**config.mk**
```make
export PLATFORM = sky130hd
export DESIGN_NAME = rr_arb8
export DESIGN_NICKNAME = d
export VERILOG_FILES = /design/src/rtl/rr_arb8.sv
export SDC_FILE = /design/constraint.sdc
export NUM_CORES = 1
export LEC_CHECK = 0
export CAP_MARGIN = 20
export CORE_AREA = 2 2 124 126
export DETAILED_ROUTE_END_ITERATION = 7
export DIE_AREA = 0 0 126 128
export PLACE_DENSITY = 0.78
export SYNTH_ARGS = -nofsm -noshare
export SYNTH_HDL_FRONTEND = slang
export SYNTH_SLANG_ARGS = --single-unit
```
**constraint.sdc**
```tcl
create_clock -name clk -period 9.3 [get_ports clk]
set_input_delay 2.79 -clock clk [delete_from_list [all_inputs] [get_ports clk]]
set_output_delay 2.79 -clock clk [all_outputs]
set_load 0.02 [all_outputs]
```
**src/rtl/rr_arb8.sv**
```systemverilog
// Eight-way round-robin arbiter with packet locking, feeding one registered output slot.
// mux8 steers the granted requester's data into the slot.

module mux8 #(
    parameter int WIDTH = 32
) (
    input  logic [2:0]       sel,
    input  logic [WIDTH-1:0] d0,
    input  logic [WIDTH-1:0] d1,
    input  logic [WIDTH-1:0] d2,
    input  logic [WIDTH-1:0] d3,
    input  logic [WIDTH-1:0] d4,
    input  logic [WIDTH-1:0] d5,
    input  logic [WIDTH-1:0] d6,
    input  logic [WIDTH-1:0] d7,
    output logic [WIDTH-1:0] y
);
    always_comb begin
        case (sel)
            3'd0:    y = d0;
            3'd1:    y = d1;
            3'd2:    y = d2;
            3'd3:    y = d3;
            3'd4:    y = d4;
            3'd5:    y = d5;
            3'd6:    y = d6;
            default: y = d7;
        endcase
    end
endmodule

module rr_arb8 #(
    parameter int WIDTH = 32
) (
    input  logic             clk,
    input  logic             rst_n,
    input  logic [7:0]       in_valid,
    input  logic [7:0]       in_last,
    input  logic [WIDTH-1:0] in_data0,
    input  logic [WIDTH-1:0] in_data1,
    input  logic [WIDTH-1:0] in_data2,
    input  logic [WIDTH-1:0] in_data3,
    input  logic [WIDTH-1:0] in_data4,
    input  logic [WIDTH-1:0] in_data5,
    input  logic [WIDTH-1:0] in_data6,
    input  logic [WIDTH-1:0] in_data7,
    output logic [7:0]       in_ready,
    output logic [2:0]       sel,
    output logic             out_valid,
    input  logic             out_ready,
    output logic [WIDTH-1:0] out_data,
    output logic             out_last,
    output logic [2:0]       out_src
);
    typedef enum logic {IDLE, LOCK} state_t;

    state_t           state, state_nxt;
    logic [2:0]       ptr, ptr_nxt;
    logic [2:0]       lock_idx, lock_idx_nxt;
    logic [2:0]       winner;
    logic             load;
    logic             xfer;
    logic             sel_last;
    logic [WIDTH-1:0] sel_data;

    logic             vld_p0;
    logic [WIDTH-1:0] data_p0;
    logic             last_p0;
    logic [2:0]       src_p0;

    // Scan from ptr upward (mod 8); with no request the pointer itself is reported.
    always_comb begin
        logic       found;
        logic [2:0] idx;
        winner = ptr;
        found  = 1'b0;
        idx    = ptr;
        for (int k = 0; k < 8; k++) begin
            idx = ptr + 3'(k);
            if (!found && in_valid[idx]) begin
                winner = idx;
                found  = 1'b1;
            end
        end
    end

    assign sel  = (state == LOCK) ? lock_idx : winner;
    assign load = !vld_p0 || out_ready;

    mux8 #(.WIDTH(WIDTH)) u_mux8 (
        .sel (sel),
        .d0  (in_data0),
        .d1  (in_data1),
        .d2  (in_data2),
        .d3  (in_data3),
        .d4  (in_data4),
        .d5  (in_data5),
        .d6  (in_data6),
        .d7  (in_data7),
        .y   (sel_data)
    );

    assign sel_last = in_last[sel];

    // A locked requester keeps its ready even while it pauses mid-packet.
    always_comb begin
        in_ready = '0;
        if (rst_n && load && (state == LOCK || in_valid[sel]))
            in_ready[sel] = 1'b1;
    end

    assign xfer = in_ready[sel] && in_valid[sel];

    always_comb begin
        state_nxt    = state;
        ptr_nxt      = ptr;
        lock_idx_nxt = lock_idx;
        if (xfer) begin
            case (state)
                IDLE: begin
                    if (sel_last) begin
                        ptr_nxt = sel + 3'd1;
                    end else begin
                        state_nxt    = LOCK;
                        lock_idx_nxt = sel;
                    end
                end
                default: begin
                    if (sel_last) begin
                        state_nxt = IDLE;
                        ptr_nxt   = lock_idx + 3'd1;
                    end
                end
            endcase
        end
    end

    always_ff @(posedge clk or negedge rst_n) begin
        if (!rst_n) begin
            state    <= IDLE;
            ptr      <= 3'd0;
            lock_idx <= 3'd0;
        end else begin
            state    <= state_nxt;
            ptr      <= ptr_nxt;
            lock_idx <= lock_idx_nxt;
        end
    end

    // Stage p0: output slot; data holds its value when drained without a refill.
    always_ff @(posedge clk or negedge rst_n) begin
        if (!rst_n) begin
            vld_p0  <= 1'b0;
            data_p0 <= '0;
            last_p0 <= 1'b0;
            src_p0  <= 3'd0;
        end else if (xfer) begin
            vld_p0  <= 1'b1;
            data_p0 <= sel_data;
            last_p0 <= sel_last;
            src_p0  <= sel;
        end else if (vld_p0 && out_ready) begin
            vld_p0  <= 1'b0;
        end
    end

    assign out_valid = vld_p0;
    assign out_data  = data_p0;
    assign out_last  = last_p0;
    assign out_src   = src_p0;
endmodule

```
# Yosys cells after proc, flatten, opt, wreduce, memory -nomap -nowiden
# Index checks and enable logic that the tools add are counted.
dict set report op_classes {
  n_addsub 9
  mul 0
  div 0
  order_cmp 10
  eq_ne 6
  shifts 0
  n_mux 47
  bitwise_logic 2
  reduce_logical 26
}
# op count
set ops {}
lappend ops {{32-bit case mux with 7 select lines} 1}
lappend ops {{3-bit by 4-bit less-than comparator with 1-bit output, second input constant} 9}
lappend ops {{1-bit binary-select mux with 3-bit select} 11}
lappend ops {{3-bit 2-to-1 mux} 11}
lappend ops {{1-bit 2-to-1 mux} 22}
lappend ops {{3-bit adder, second input constant} 4}
lappend ops {{1-bit logical AND} 12}
lappend ops {{3-bit by 1-bit adder with 3-bit output, second input constant} 3}
lappend ops {{3-bit equality test, second input constant} 3}
lappend ops {{1-bit logical NOT} 8}
lappend ops {{8-bit 2-to-1 mux} 1}
lappend ops {{3-bit by 2-bit adder with 3-bit output, second input constant} 2}
lappend ops {{3-bit by 2-bit equality test with 1-bit output, second input constant} 2}
lappend ops {{1-bit demux with 3-bit select} 1}
lappend ops {{3-bit by 1-bit equality test with 1-bit output, second input constant} 1}
lappend ops {{3-bit by 1-bit greater-or-equal comparator with 1-bit output, second input constant} 1}
lappend ops {{3-bit logical NOT} 1}
lappend ops {{3-bit AND reduction} 1}
lappend ops {{1-bit logical OR} 2}
lappend ops {{1-bit inverter} 2}
lappend ops {{2-bit AND reduction} 1}
lappend ops {{2-bit nonzero test} 1}
dict set report totals {
  register_bits 44
  latchBits 0
  ramBits 0
  mem_bits_ro 0
  input_bits 275
  out_inout_bits 48
  word_cells 107
  n_memories 0
}

# Logic depth before layout (Yosys ltp)
# Gate-level depths: netlist of the first run.
dict set report depth {
  depth_word 34
  ltp_mapped 22
  ltp_nobuf 16
}

# Modules after synthesis
# Synthesis of the first run repeated with hierarchy kept, for this count alone.
dict set report hier_totals {
  cells_unflattened 609
  area_unflattened_um2 5298.8
}
# module instances cells_each area_per_inst_um2 seq_area_each_um2
set by_module_without_submodules {}
lappend by_module_without_submodules {rr_arb8 1 315 3362.0 1101.1}
lappend by_module_without_submodules {mux8 1 294 1936.9 0.0}

# Least setup slack after synthesis of the first run
# No wires, ideal clock.
dict set report synth_timing {
  path_type {input to output}
  from {in in_valid[6]}
  to {out in_ready[0]}
  t_arrival_ns 6.261
  t_required_ns 6.510
  path_slack_ns 0.249
  cell_stages 12
  n_path_buf 1
  cell_sequence {buf_2 mux2_1 mux4_2 o2bb2ai_4 o2111ai_1 and4_1 nor3_2 inv_2 o21ai_1 o22a_1 a31oi_1 nor4_1}
}
dict set report synth_via {
  elab_chain_cells 30
}
# item line
set synth_lines {}
lappend synth_lines {{start: declaration} 37} ;# input logic [7:0] in_valid,
lappend synth_lines {{1-bit binary-select mux with 3-bit select} 80} ;# if (!found && in_valid[idx]) begin
lappend synth_lines {{1-bit 2-to-1 mux (not written as such)} 80}
lappend synth_lines {{1-bit 2-to-1 mux} 80}
lappend synth_lines {{1-bit logical NOT} 80}
lappend synth_lines {{1-bit logical AND} 80}
lappend synth_lines {{1-bit 2-to-1 mux} 80}
lappend synth_lines {{1-bit logical NOT} 80}
lappend synth_lines {{1-bit logical AND} 80}
lappend synth_lines {{[... 15 more ...]} -}
lappend synth_lines {{3-bit 2-to-1 mux (*)} 80}
lappend synth_lines {{3-bit 2-to-1 mux (*)} 87} ;# assign sel = (state == LOCK) ? lock_idx : winner;
lappend synth_lines {{via sel[0]} 48} ;# output logic [2:0] sel,
lappend synth_lines {{3-bit by 4-bit less-than comparator with 1-bit output (not written as such), or another cell as far along} 109} ;# in_ready[sel] = 1'b1;
lappend synth_lines {{1-bit logical AND (not written as such) or 1-bit 2-to-1 mux (tied branches)} {109, 108}}
lappend synth_lines {{1-bit 2-to-1 mux (not written as such) or 1-bit logical OR (tied branches)} {109, 108}}
lappend synth_lines {{1-bit demux with 3-bit select or 1-bit logical AND (tied branches)} {109, 108}}
lappend synth_lines {{8-bit 2-to-1 mux (*)} 108} ;# if (rst_n && load && (state == LOCK || in_valid[sel]))
lappend synth_lines {{end: declaration} 47} ;# output logic [7:0] in_ready,
# Mark *: on every way through the listed nets, which the timed path passes. The rest lies on a longest branch. The select of a mux whose other input is x is not followed.

# Worst setup path in the final report of the first run
dict set report layout_timing {
  from {in in_valid[0]}
  to {out in_ready[6]}
}
dict set report layout_via {
  elab_chain_cells 30
}
# item line
set layout_lines {}
lappend layout_lines {{1-bit binary-select mux with 3-bit select} 80}
lappend layout_lines {{1-bit 2-to-1 mux (not written as such)} 80}
lappend layout_lines {{1-bit 2-to-1 mux} 80}
lappend layout_lines {{1-bit logical NOT} 80}
lappend layout_lines {{1-bit logical AND} 80}
lappend layout_lines {{1-bit 2-to-1 mux} 80}
lappend layout_lines {{1-bit logical NOT} 80}
lappend layout_lines {{1-bit logical AND} 80}
lappend layout_lines {{[... 14 more ...]} -}
lappend layout_lines {{1-bit logical AND} 80}
lappend layout_lines {{3-bit 2-to-1 mux} 80}
lappend layout_lines {{3-bit 2-to-1 mux} 87}
lappend layout_lines {{3-bit by 4-bit less-than comparator with 1-bit output (not written as such), or another cell as far along} 109}
lappend layout_lines {{1-bit logical AND (not written as such) or 1-bit 2-to-1 mux (tied branches)} {109, 108}}
lappend layout_lines {{1-bit 2-to-1 mux (not written as such) or 1-bit logical OR (tied branches)} {109, 108}}
lappend layout_lines {{1-bit demux with 3-bit select or 1-bit logical AND (tied branches)} {109, 108}}
lappend layout_lines {{8-bit 2-to-1 mux (*)} 108}
# Mark *: on every way between the ends. The rest lies on a longest branch, timed or not. The select of a mux whose other input is x is not followed.

==> results of run 1 <==
stage by stage:
step / total power (uW) / worst slack (ps) / setup TNS [ps] / hold slack (ps) / utilization
5_1_grt: 4272 / 148.1 / 0 / 496.4 / 0.6099
2_1_floorplan: 2626 / 249.4 / 0 / 458.8 / -
4_1_cts: 3950 / 16.84 / 0 / 483.0 / 0.6053
3_5_place_dp: 3745 / -363.7 / -2375 / 464.9 / 0.5949
6_report: 3984 / 278.7 / 0 / 479.4 / 0.6103
3_3_place_gp: 3713 / -201.3 / -1529 / 458.2 / 0.5949
path summary, 6_finish.rpt:
path,to,slack (ps),cells after the start,from
min in group asynchronous,out_valid,2600,2,rst_n
max in group asynchronous,out_src[1],6250,2,rst_n
worst min-delay path,out_data[14],480,1,out_data[14]
worst max-delay path,in_ready[6],280,17,in_valid[0]
worst min register to register,out_data[14],480,1,out_data[14]
worst max register to register,out_data[12],2810,18,ptr[0]
Yosys cell counts, types with 4 or more instances:
library cell,n,area [sq um]
sky130_fd_sc_hd__buf_6,6,67.56
sky130_fd_sc_hd__mux2_1,32,360.4
sky130_fd_sc_hd__a21oi_1,56,280.3
sky130_fd_sc_hd__a21o_1,28,210.2
sky130_fd_sc_hd__mux4_2,15,337.8
sky130_fd_sc_hd__ha_1,7,87.58
sky130_fd_sc_hd__mux2i_1,12,120.1
sky130_fd_sc_hd__nor4_1,6,37.54
sky130_fd_sc_hd__and3_1,4,25.02
sky130_fd_sc_hd__nor2_1,17,63.81
sky130_fd_sc_hd__clkbuf_1,23,86.33
sky130_fd_sc_hd__nor3_1,4,20.02
sky130_fd_sc_hd__a22oi_1,32,240.2
sky130_fd_sc_hd__mux2_2,59,664.4
sky130_fd_sc_hd__dfrtp_1,44,1101
sky130_fd_sc_hd__buf_4,4,30.03
sky130_fd_sc_hd__nand2_1,79,296.5
sky130_fd_sc_hd__a221o_1,4,40.04
sky130_fd_sc_hd__a221oi_1,32,280.3
sky130_fd_sc_hd__buf_2,22,110.1
sky130_fd_sc_hd__o21ai_0,6,30.03
sky130_fd_sc_hd__o21ai_1,12,60.06
sky130_fd_sc_hd__and2_1,6,37.54
sky130_fd_sc_hd__inv_1,5,18.77
sky130_fd_sc_hd__inv_2,4,15.01
cell families (layout without fill, tap and decap cells):
| kind of cell | Yosys count | in the layout | synth area share |
|---|---|---|---|
| compound gates | 207 | 207 | 0.2866 |
| simple gates | 130 | 130 | 0.1131 |
| mux | 122 | 122 | 0.2972 |
| buf+inv | 67 | 398 | 0.06479 |
| flops | 44 | 44 | 0.2104 |
| fa+ha+maj | 7 | 7 | 0.01673 |
| xor+xnor | 5 | 5 | 0.01124 |
| other cells | 0 | 4 | 0 |
worst max-delay path, stage by stage:
cell and delay, ps:
sky130_fd_sc_hd__dlygate4sd2_1 320, sky130_fd_sc_hd__buf_4 170, sky130_fd_sc_hd__mux4_2 510, sky130_fd_sc_hd__mux2i_4 180, sky130_fd_sc_hd__buf_4 150, sky130_fd_sc_hd__nand2_1 50
sky130_fd_sc_hd__a211o_1 270, sky130_fd_sc_hd__a31oi_2 220, sky130_fd_sc_hd__a221oi_2 80, sky130_fd_sc_hd__buf_4 180, sky130_fd_sc_hd__buf_4 150, sky130_fd_sc_hd__mux2i_2 230
sky130_fd_sc_hd__nand3_2 180, sky130_fd_sc_hd__a31oi_4 230, sky130_fd_sc_hd__buf_6 150, sky130_fd_sc_hd__nor3_1 50, sky130_fd_sc_hd__dlygate4sd2_1 320
state kept, by name (all words and copies together), names as in the netlist:
signal     flops
out_src        3
out_last       1
out_valid      1
ptr            3
state          1
lock_idx       3
out_data      32
power groups by stage:
stage	Sequential (uW)	Clock [uW]	Combinational (uW)
6_report	373	186	3420
5_1_grt	385	203	3680
4_1_cts	370	193	3390
3_5_place_dp	371	0	3370
3_3_place_gp	367	0	3350
2_1_floorplan	440	0	2190
layer usage:
metal / part of all wire / global-route usage / up-vias / wire (um)
met5: 0.00052 / 0 / - / 13
met4: 0.020 / 0.07886 / 2 / 504
met3: 0.095 / 0.08681 / 34 / 2379
met2: 0.48 / 0.4949 / 321 / 12060
met1: 0.40 / 0.3805 / 2929 / 10050
li1: - / - / 2898 / -
what timing repair did:
action | 4_1_cts | 5_1_grt
setup buffers | 1 | 0
resized for setup | 24 | 18
pin swaps | 1 | 2
endpoints found under the setup margin | 8 | 9
final cells by class:
cell class	count	share of cell area
Inverter	9	0.003724
Clock buffer	7	0.01572
Clock inverter	1	0.0008276
Timing Repair Buffer	381	0.4050
Tap cell	188	0.02593
Antenna cell	4	0.001103
Multi-Input combinational cell	471	0.4263
Sequential cell	44	0.1214
==> flow_results.org, run 1 <==
** Outcome
- Status :: finished clean

** Routing
- Count of vias placed by the detailed router :: 6184
- Summed over all layers, the routed wires come to 25000 um.
- Remaining DRCs :: 0
- The detail route stage leaves a number of antenna-violating nets equal to 0.
- After detailed routing, the number of vias per cell comes to 5.596.
- Initial DRC count :: 537
- Detailed Routing Iterations Pass 1 :: 6
- Average wire length per cell after detail routing :: 22.63 um

** Final layout
- Most frequent standard cell in the layout excluding fill and tap cells :: sky130_fd_sc_hd__clkdlybuf4s50_1
- Post-route design area :: 9071 sq um
- Non-filler instance count after layout :: 1105
- Multi-input gate area in the final layout :: 3867 sq um
- Leaving out fill and tap cells, the most frequent cells in the layout are sky130_fd_sc_hd__clkdlybuf4s50_1 (304), sky130_fd_sc_hd__nand2_1 (79), sky130_fd_sc_hd__mux2_2 (59).
- The layout has 1320 filler cells.
- Fraction of final layout cells with drive strength greater than 1 :: 0.1939
- Nets :: 1194
- From synthesis to final layout, the design area changed by 73.32%.
- Sequential cell area in the final layout :: 1101 sq um

** Floorplanning
- Number of ports placed on the die boundary :: 323
- The floorplan step set the die height to 128 um.
- Area inside the core boundary :: 14860 sq um
- The die covers 16130 sq um.
- The initial utilization of the core area, before any placement, comes to 0.3521.
- Die extent in x :: 126 um
- Site Rows :: 45

** Power
- Part of the total power dissipated in sequential elements :: 0.094
- Combinational share of power :: 0.860
- Worst VDD drop :: 0.0005130 V
- Power per standard cell area :: 439.2 nW/um^2
- Of the total power, the share spent switching nets is 0.5143.
- Leakage power :: 0.003783 uW
- Internal power comes to 1935 uW.
- Total net switching power :: 2049 uW
- Of the total power, the clock network draws 0.047.

** Clocking
- CTS built an H-tree with a depth of 2.
- The clock passes through at most 2 buffers.
- CTS saw 44 sinks.
- Counting the buffers created by CTS gives 5.
- Clock tree from TritonCTS :: done
- Cell chosen for the clock root :: sky130_fd_sc_hd__clkbuf_16
- The number of hold buffers added after CTS was 0.
- Clock latency on the worst-skew pair :: 290 ps
- Clock-pin slew was measured on the worst setup and hold paths at 70 ps.

** STA
- The count of endpoints failing hold in the final timing report was 0.
- Of the available clock period, the critical path in the final layout requires 0.9700.
- Final number of max-transition violations :: 0
- Final setup viols :: 0
- Subtracting the final worst setup slack from the clock period gives 9021 ps.
- Setup repair after global routing missed its margin :: no
- Across the routed clock network, the largest skew measured is 11.80 ps.
- Remaining max-slew budget at the tightest pin :: 0.3365
- Max Freq :: 110.8 MHz
- Worst-Margin Slew :: 995.2 ps

** Place
- After detailed placement, the total cell area comes to 8843 sq um.
- Placed cell count :: 1092
- Once detailed placement completed, the half-perimeter wirelength came to 19490 um.
- The congestion estimate from routability-driven global placement came to 0.9073.
- # port buffers :: 322

** Yosys
- Number of warnings printed during yosys synthesis :: 0
- Syn avg cell area :: 8.993 sq um
- Cell variety after synth :: 63
- In this run the cell area of the synthesized design comes to 5234 sq um.
- The most used flip-flop cell after synthesis is sky130_fd_sc_hd__dfrtp_1.
- After technology mapping, the gate count stands at 582.
- Counting flops with a built-in enable in the synthesized netlist gives 0.
- Post-synthesis sequential area ratio :: 0.2104
- Of all flip-flops after synthesis, the portion carrying an async set or reset was 1.000.
- Syn Nets :: 864
- Number of register bits inferred by synthesis :: 44

** Global routing
- Across every metal layer, demand over resource in global routing totals 0.2979.
- The initial antenna violation count was 5.
- The first global-routing pass estimated 37120 um of wire.
- The via count of the first global-routing pass is 6192.
- Overflow left after global routing :: 0
- Entering global routing, the biggest net connects 81 pins.

** Setup path
- For the worst setup path, the data arrival time is 6230 ps.
- Path type of the worst setup path :: input port to output pin
- Critical Path RT :: 6510 ps
- Crit. End Element :: output pin
- Biggest fanout along the worst timing path :: 8
- The worst setup path is launched from an input port.

** Hold path
- Path type of the worst min-delay path :: register to register

** Run
- Across the run, the number of max-cap violations was 0.
(Power assumes the default switching activity.)
==> run 2, diff against run 1 <==
SKIP_LAST_GASP = 1   (was unset)
==> flow_results.org, run 2 (synthesis gave the netlist of run 1 again) <==
** Power
- Part of the total power dissipated in sequential elements :: 0.094
- Of the total power, the share spent switching nets is 0.5147.
- The internal portion of the total power is 1934 uW.
- Summed over all nets, the switching power comes to 2050 uW.
- Combinational share of power :: 0.860
- The share of total power dissipated in the clock network is 0.047.
- For this design the static power due to leakage is 0.003789 uW.
- Power per standard cell area :: 439.3 nW/um^2
- Total Power Consumption :: 3984 uW
- IR analysis of the VDD net gives a maximum drop of 0.0005121 V.

** Floorplanning
- Area inside the core boundary :: 14860 sq um
- For this configuration, the core starts out at a cell density of 0.3521.
- 323 I/O pins were placed.
- The initialized floorplan defines 45 standard-cell rows.
- The floorplan step set the die width to 126 um.
- Area of the die :: 16130 sq um
- From bottom edge to top edge, the die measures 128 um.

** Setup path
- STA classifies the critical path startpoint as an input port.
- Biggest fanout along the worst timing path :: 10
- The signal on the critical path passes through dlymetal6s2s_1 > mux2_1 > mux4_2 > o2bb2ai_4 > and3_1 > a31oi_2 > a221oi_2 > buf_4 > buf_4 > mux2i_2 > nand3_2 > a31oi_4 > buf_6 > nor3_1 > dlygate4sd2_1.
- On the critical path, the stage with the largest delay is an instance of sky130_fd_sc_hd__mux4_2.
- Cell mode on critical path :: sky130_fd_sc_hd__buf_4
- Data on the critical path is required at its endpoint by 6510 ps.
- Longest individual stage delay on the worst path :: 540 ps
- The worst setup path is captured at an output pin.
- The critical path is of the input port to output pin type.
- Critical path arrival :: 6140 ps

** Routing
- Vias per cell :: 5.593
- Initial DRC count :: 495
- In the final routed layout, each cell accounts on average for 22.65 um.
- Detailed Routing Iterations Pass 1 :: 6
- Final routed wirelength across all metal layers :: 25020 um
- Count of vias placed by the detailed router :: 6180
- After detailed routing, the number of remaining DRC violations is 0.
- Once detail routing completed, the nets flagged for antenna violations numbered 0.

** Global routing
- The first global-routing pass estimated 37120 um of wire.
- Global routing finished with a remaining overflow of 0.
- Maximum number of pins on one net before global-route repair :: 81
- The via count of the first global-routing pass is 6192.
- For this run, the total global-route usage over all layers was measured as 0.2979.
- The initial antenna violation count was 5.

** Place
- Routability Congestion :: 0.9073
- Once placement finished, the instance area stood at 8843 sq um.
- Port buffering added 322 buffers.
- The HPWL after detailed placement is 19490 um.

** Final layout
- For this run, the share of the core covered by cells in the final layout is 0.6102.
- Number of filler cells placed in the layout :: 1317
- The register with the most flip-flops in the layout has 32 of them.
- Most frequent cells in the layout :: sky130_fd_sc_hd__clkdlybuf4s50_1 (304), sky130_fd_sc_hd__nand2_1 (79), sky130_fd_sc_hd__mux2_2 (59)
- Nets :: 1194
- Fraction of final layout cells with drive strength greater than 1 :: 0.1939
- Leaving out fill and tap cells, the most frequent cell in the layout is sky130_fd_sc_hd__clkdlybuf4s50_1.
- After routing the design area is 9070 sq um.
- From synthesis to final layout, the design area changed by 73.30%.

** STA
- After layout, the minimum clock period comes to 8934 ps.
- Remaining max-slew budget at the tightest pin :: 0.3383
- Final worst path period share :: 0.9606
- Hold Fails Final Rpt :: 0
- For this run, the top clock speed supported by timing is 111.9 MHz.
- Worst-Margin Slew :: 992.5 ps
- Final setup viols :: 0
- For the final database, setup skew stands at 12.60 ps.
- The total count of max-transition violations in the final report is 0.
- Setup repair after global routing left no endpoint under its margin.

** Clocking
- Hold Buf Count CTS :: 0
- Cell chosen for the clock root :: sky130_fd_sc_hd__clkbuf_16
- Sink count of the clock tree :: 44
- TritonCTS built the clock tree.
- H-tree depth reported by CTS :: 2
- Clock-pin slew on the worst setup and hold paths :: 60 ps
- Clock latency on the worst-skew pair :: 290 ps
- Buffers inserted during clock tree synthesis total 5.
- The longest clock path from root to sink contains 2 buffers.

** Run
- MaxCap Viol Count :: 0

** Outcome
- Status :: finished clean

** Hold path
- Path type of the worst min-delay path :: register to register
==> run 2: cell count changes in the layout (fill, tap and decap cells not counted), sizes merged <==
cell and delta:
clkbuf +1, dlygate4sd2 -2, dlymetal6s2s +1
==> run 2: metal layers <==
metal | vias to the layer above | routed length [um] | GRT usage
met2 | 335 | 12020 | 0.4949
met5 | - | 13 | 0
met4 | 2 | 497 | 0.07886
li1 | 2894 | - | -
met1 | 2914 | 10080 | 0.3805
met3 | 35 | 2406 | 0.08681
==> run 2: final cells by class <==
class,count,area (sq um),area share
Sequential cell,44,1101,0.1214
Clock buffer,7,142.6,0.01573
Inverter,9,33.78,0.003725
Clock inverter,1,7.507,0.0008277
Tap cell,188,235.2,0.02593
Timing Repair Buffer,381,3672,0.4049
Antenna cell,4,10.01,0.001104
Multi-Input combinational cell,471,3867,0.4264
==> run 2: path summary, 6_finish.rpt <==
| kind | startpoint | endpoint | slack, ps | cells past startpoint |
|---|---|---|---|---|
| hold / removal | out_data[16] | out_data[16] | 480 | 1 |
| hold reg to reg | out_data[16] | out_data[16] | 480 | 1 |
| setup / recovery | in_valid[2] | in_ready[7] | 370 | 15 |
| min in group asynchronous | rst_n | out_valid | 2600 | 2 |
| max in group asynchronous | rst_n | out_src[1] | 6250 | 2 |
| setup reg to reg | ptr[0] | out_data[12] | 2820 | 18 |
==> run 2: metrics by stage <==
| stage | cells | setup WS, ps | setup TNS [ps] | hold slack (ps) |
|---|---|---|---|---|
| after floorplan | 582 | 249.4 | 0 | 458.8 |
| after global placement | 1092 | -201.3 | -1529 | 458.2 |
| after detailed placement | 1092 | -363.7 | -2375 | 464.9 |
| after CTS | 1101 | -61.55 | -61.55 | 483.0 |
| after global routing | 1103 | 223.0 | 0 | 496.4 |
| final | 1105 | 366.2 | 0 | 477.9 |
==> run 2: repair_timing <==
item / CTS / global route
resized for setup: 20 / 23
pin swaps: 1 / 2
setup buffers: 1 / 0
setup endpoints to repair: 8 / 9
==> run 2: power by group through the flow <==
| stage | Combinational, uW | Sequential (uW) | Clock (uW) |
|---|---|---|---|
| detailed placement | 3370 | 371 | 0 |
| global route | 3680 | 385 | 203 |
| global placement | 3350 | 367 | 0 |
| finish | 3430 | 373 | 186 |
| CTS | 3390 | 370 | 193 |
| floorplan | 2190 | 440 | 0 |
==> run 2: critical path, delay by kind of cell <==
kind | cells | cell delay, ps
buf+inv | 5 | 1010
mux | 3 | 1140
simple gates | 3 | 460
compound gates | 4 | 740
==> RTL edit: new RTL, flow settings as in run 1 <==
`WIDTH` is set to 32 in 2 places; all go to 24.
--- a/src/rtl/rr_arb8.sv
+++ b/src/rtl/rr_arb8.sv
@@ -2,7 +2,7 @@
 // mux8 steers the granted requester's data into the slot.
 
 module mux8 #(
-    parameter int WIDTH = 32
+    parameter int WIDTH = 24
 ) (
     input  logic [2:0]       sel,
     input  logic [WIDTH-1:0] d0,
@@ -30,7 +30,7 @@
 endmodule
 
 module rr_arb8 #(
-    parameter int WIDTH = 32
+    parameter int WIDTH = 24
 ) (
     input  logic             clk,
     input  logic             rst_n,
Ports: changed (9 resized); port bits go from 323 to 251. The function was not compared with the original's and may differ.
==> RTL edit against run 1 <==
- setup slack better by 140 ps
- area after synthesis shrank 17%
- non-clock buffer count decreased by 80
- routed wire length decreased by 29%
- sequential cell count down 8
- final area decreased by 18%
- power is 1.1% lower
- maximum frequency rose by 1.5%
- count of clock-buffer cells in the layout decreased by 2
- die area stayed put
- critical path depth shrank 3
- clock power grew 2%
- synthesized cell count fell by 22%
- critical endpoint is now in_ready[1]
- largest power group unchanged
==> RTL edit: results (changes against run 1) <==
share of layout cells above drive strength 1=0.213 (was 0.194); Arrival @ worst endpoint=6090 ps (was 6230 ps); reg-to-reg endpoint=out_data[2]$_DFFE_PN0P_ (was out_data[12]$_DFFE_PN0P_); vias in the first global route=4806 (was 6192); Detailed Place HPWL=13.7 mm (was 19.5 mm); hold path start=out_data[23]$_DFFE_PN0P_ (was out_data[14]$_DFFE_PN0P_); Post-Synth Adder-Cell Area=0.0201 (was 0.0167); global routing met2 resource utilization=0.343 (was 0.495); sequential element share of the synthesized area=0.207 (was 0.210); Layout Nets=944 (was 1194); routability cong.=0.933 (was 0.907); LEAKAGE=0.00309 uW (was 0.00378 uW); met3 GRT Util=0.0317 (was 0.0868); maximum vdd drop=591 uV (was 513 uV); Mapped Cells=456 (was 582); status=finished, final reports clean (unchanged); initial antenna violation count=0 (was 5); DR iter-0 viols=338 (was 537); CP startpoint=in_valid[1] (was in_valid[0]); post-synth cell types=67 (was 63); Post-Place Cells=907 (was 1092); global-route wire length before repair=26.9 mm (was 37.1 mm); Syn Nets=674 (was 864); wire per inst=19.3 um (was 22.6 um); multiplexer share of the synthesized area=0.328 (was 0.297); Total GRT Usage=0.207 (was 0.298); DRT Pass-1 Iters=5 (was 6); Compound-Gate Fraction of Synth Area=0.257 (was 0.287); Max-slew headroom=0.304 (was 0.337)
-- RTL edit: cell count changes in the layout (fill, tap and decap cells not counted), moves of 14 or more --
cell and delta:
a221oi_1 -19, mux2_2 -15, mux2_4 +19, mux2_1 -14, a21oi_1 -32, a222oi_1 +22
clkdlybuf4s50_1 -72, nand2_1 -18, a21o_1 -26, a22oi_1 -17
-- RTL edit: cells by family (layout without fill, tap and decap cells) --
kind of cell	Yosys count	count (layout)
AO/OA/AOI/OAI	137	137
multiplexers	109	109
buffers and inverters	48	319
XOR/XNOR	5	5
adder cells (fa/ha/maj)	7	7
flip-flops	36	36
AND/OR/NAND/NOR	114	114
-- RTL edit: stage by stage --
stage	setup WS, ps	cell area (um^2)	setup TNS (ps)	hold slack, ps	util
global route	273	7470	0	506	0.503
finish	416	7470	0	484	0.503
CTS	69.8	7460	0	488	0.502
detailed placement	-213	7300	-1490	473	0.491
global placement	-158	7300	-1150	462	0.491
floorplan	471	4360	0	448	-
-- RTL edit: area by class of cell --
class / count / area, um^2
multi-input cells: 372 / 3250
flip-flops and latches: 36 / 901
fillers: 1422 / 7390
inverters: 10 / 37.5
clock buffers: 5 / 125
clock inverters: 3 / 42.5
well taps: 188 / 235
repair buffers: 301 / 2880
-- RTL edit: where the power goes --
group	internal, uW	switching [uW]
sequential	251	70.7
combinational	1640	1790
clock	126	64.6
-- RTL edit: timing repair --
action,4_1_cts,5_1_grt
setup endpoints to repair,8,9
buffers inserted,0,0
resized for setup,9,23
gates cloned,0,0
-- RTL edit: metal layers --
metal | vias to the layer above | wire length, um
met5 | - | 0
met3 | 16 | 1200
met2 | 211 | 8540
met1 | 2367 | 7650
li1 | 2351 | -
met4 | 0 | 244
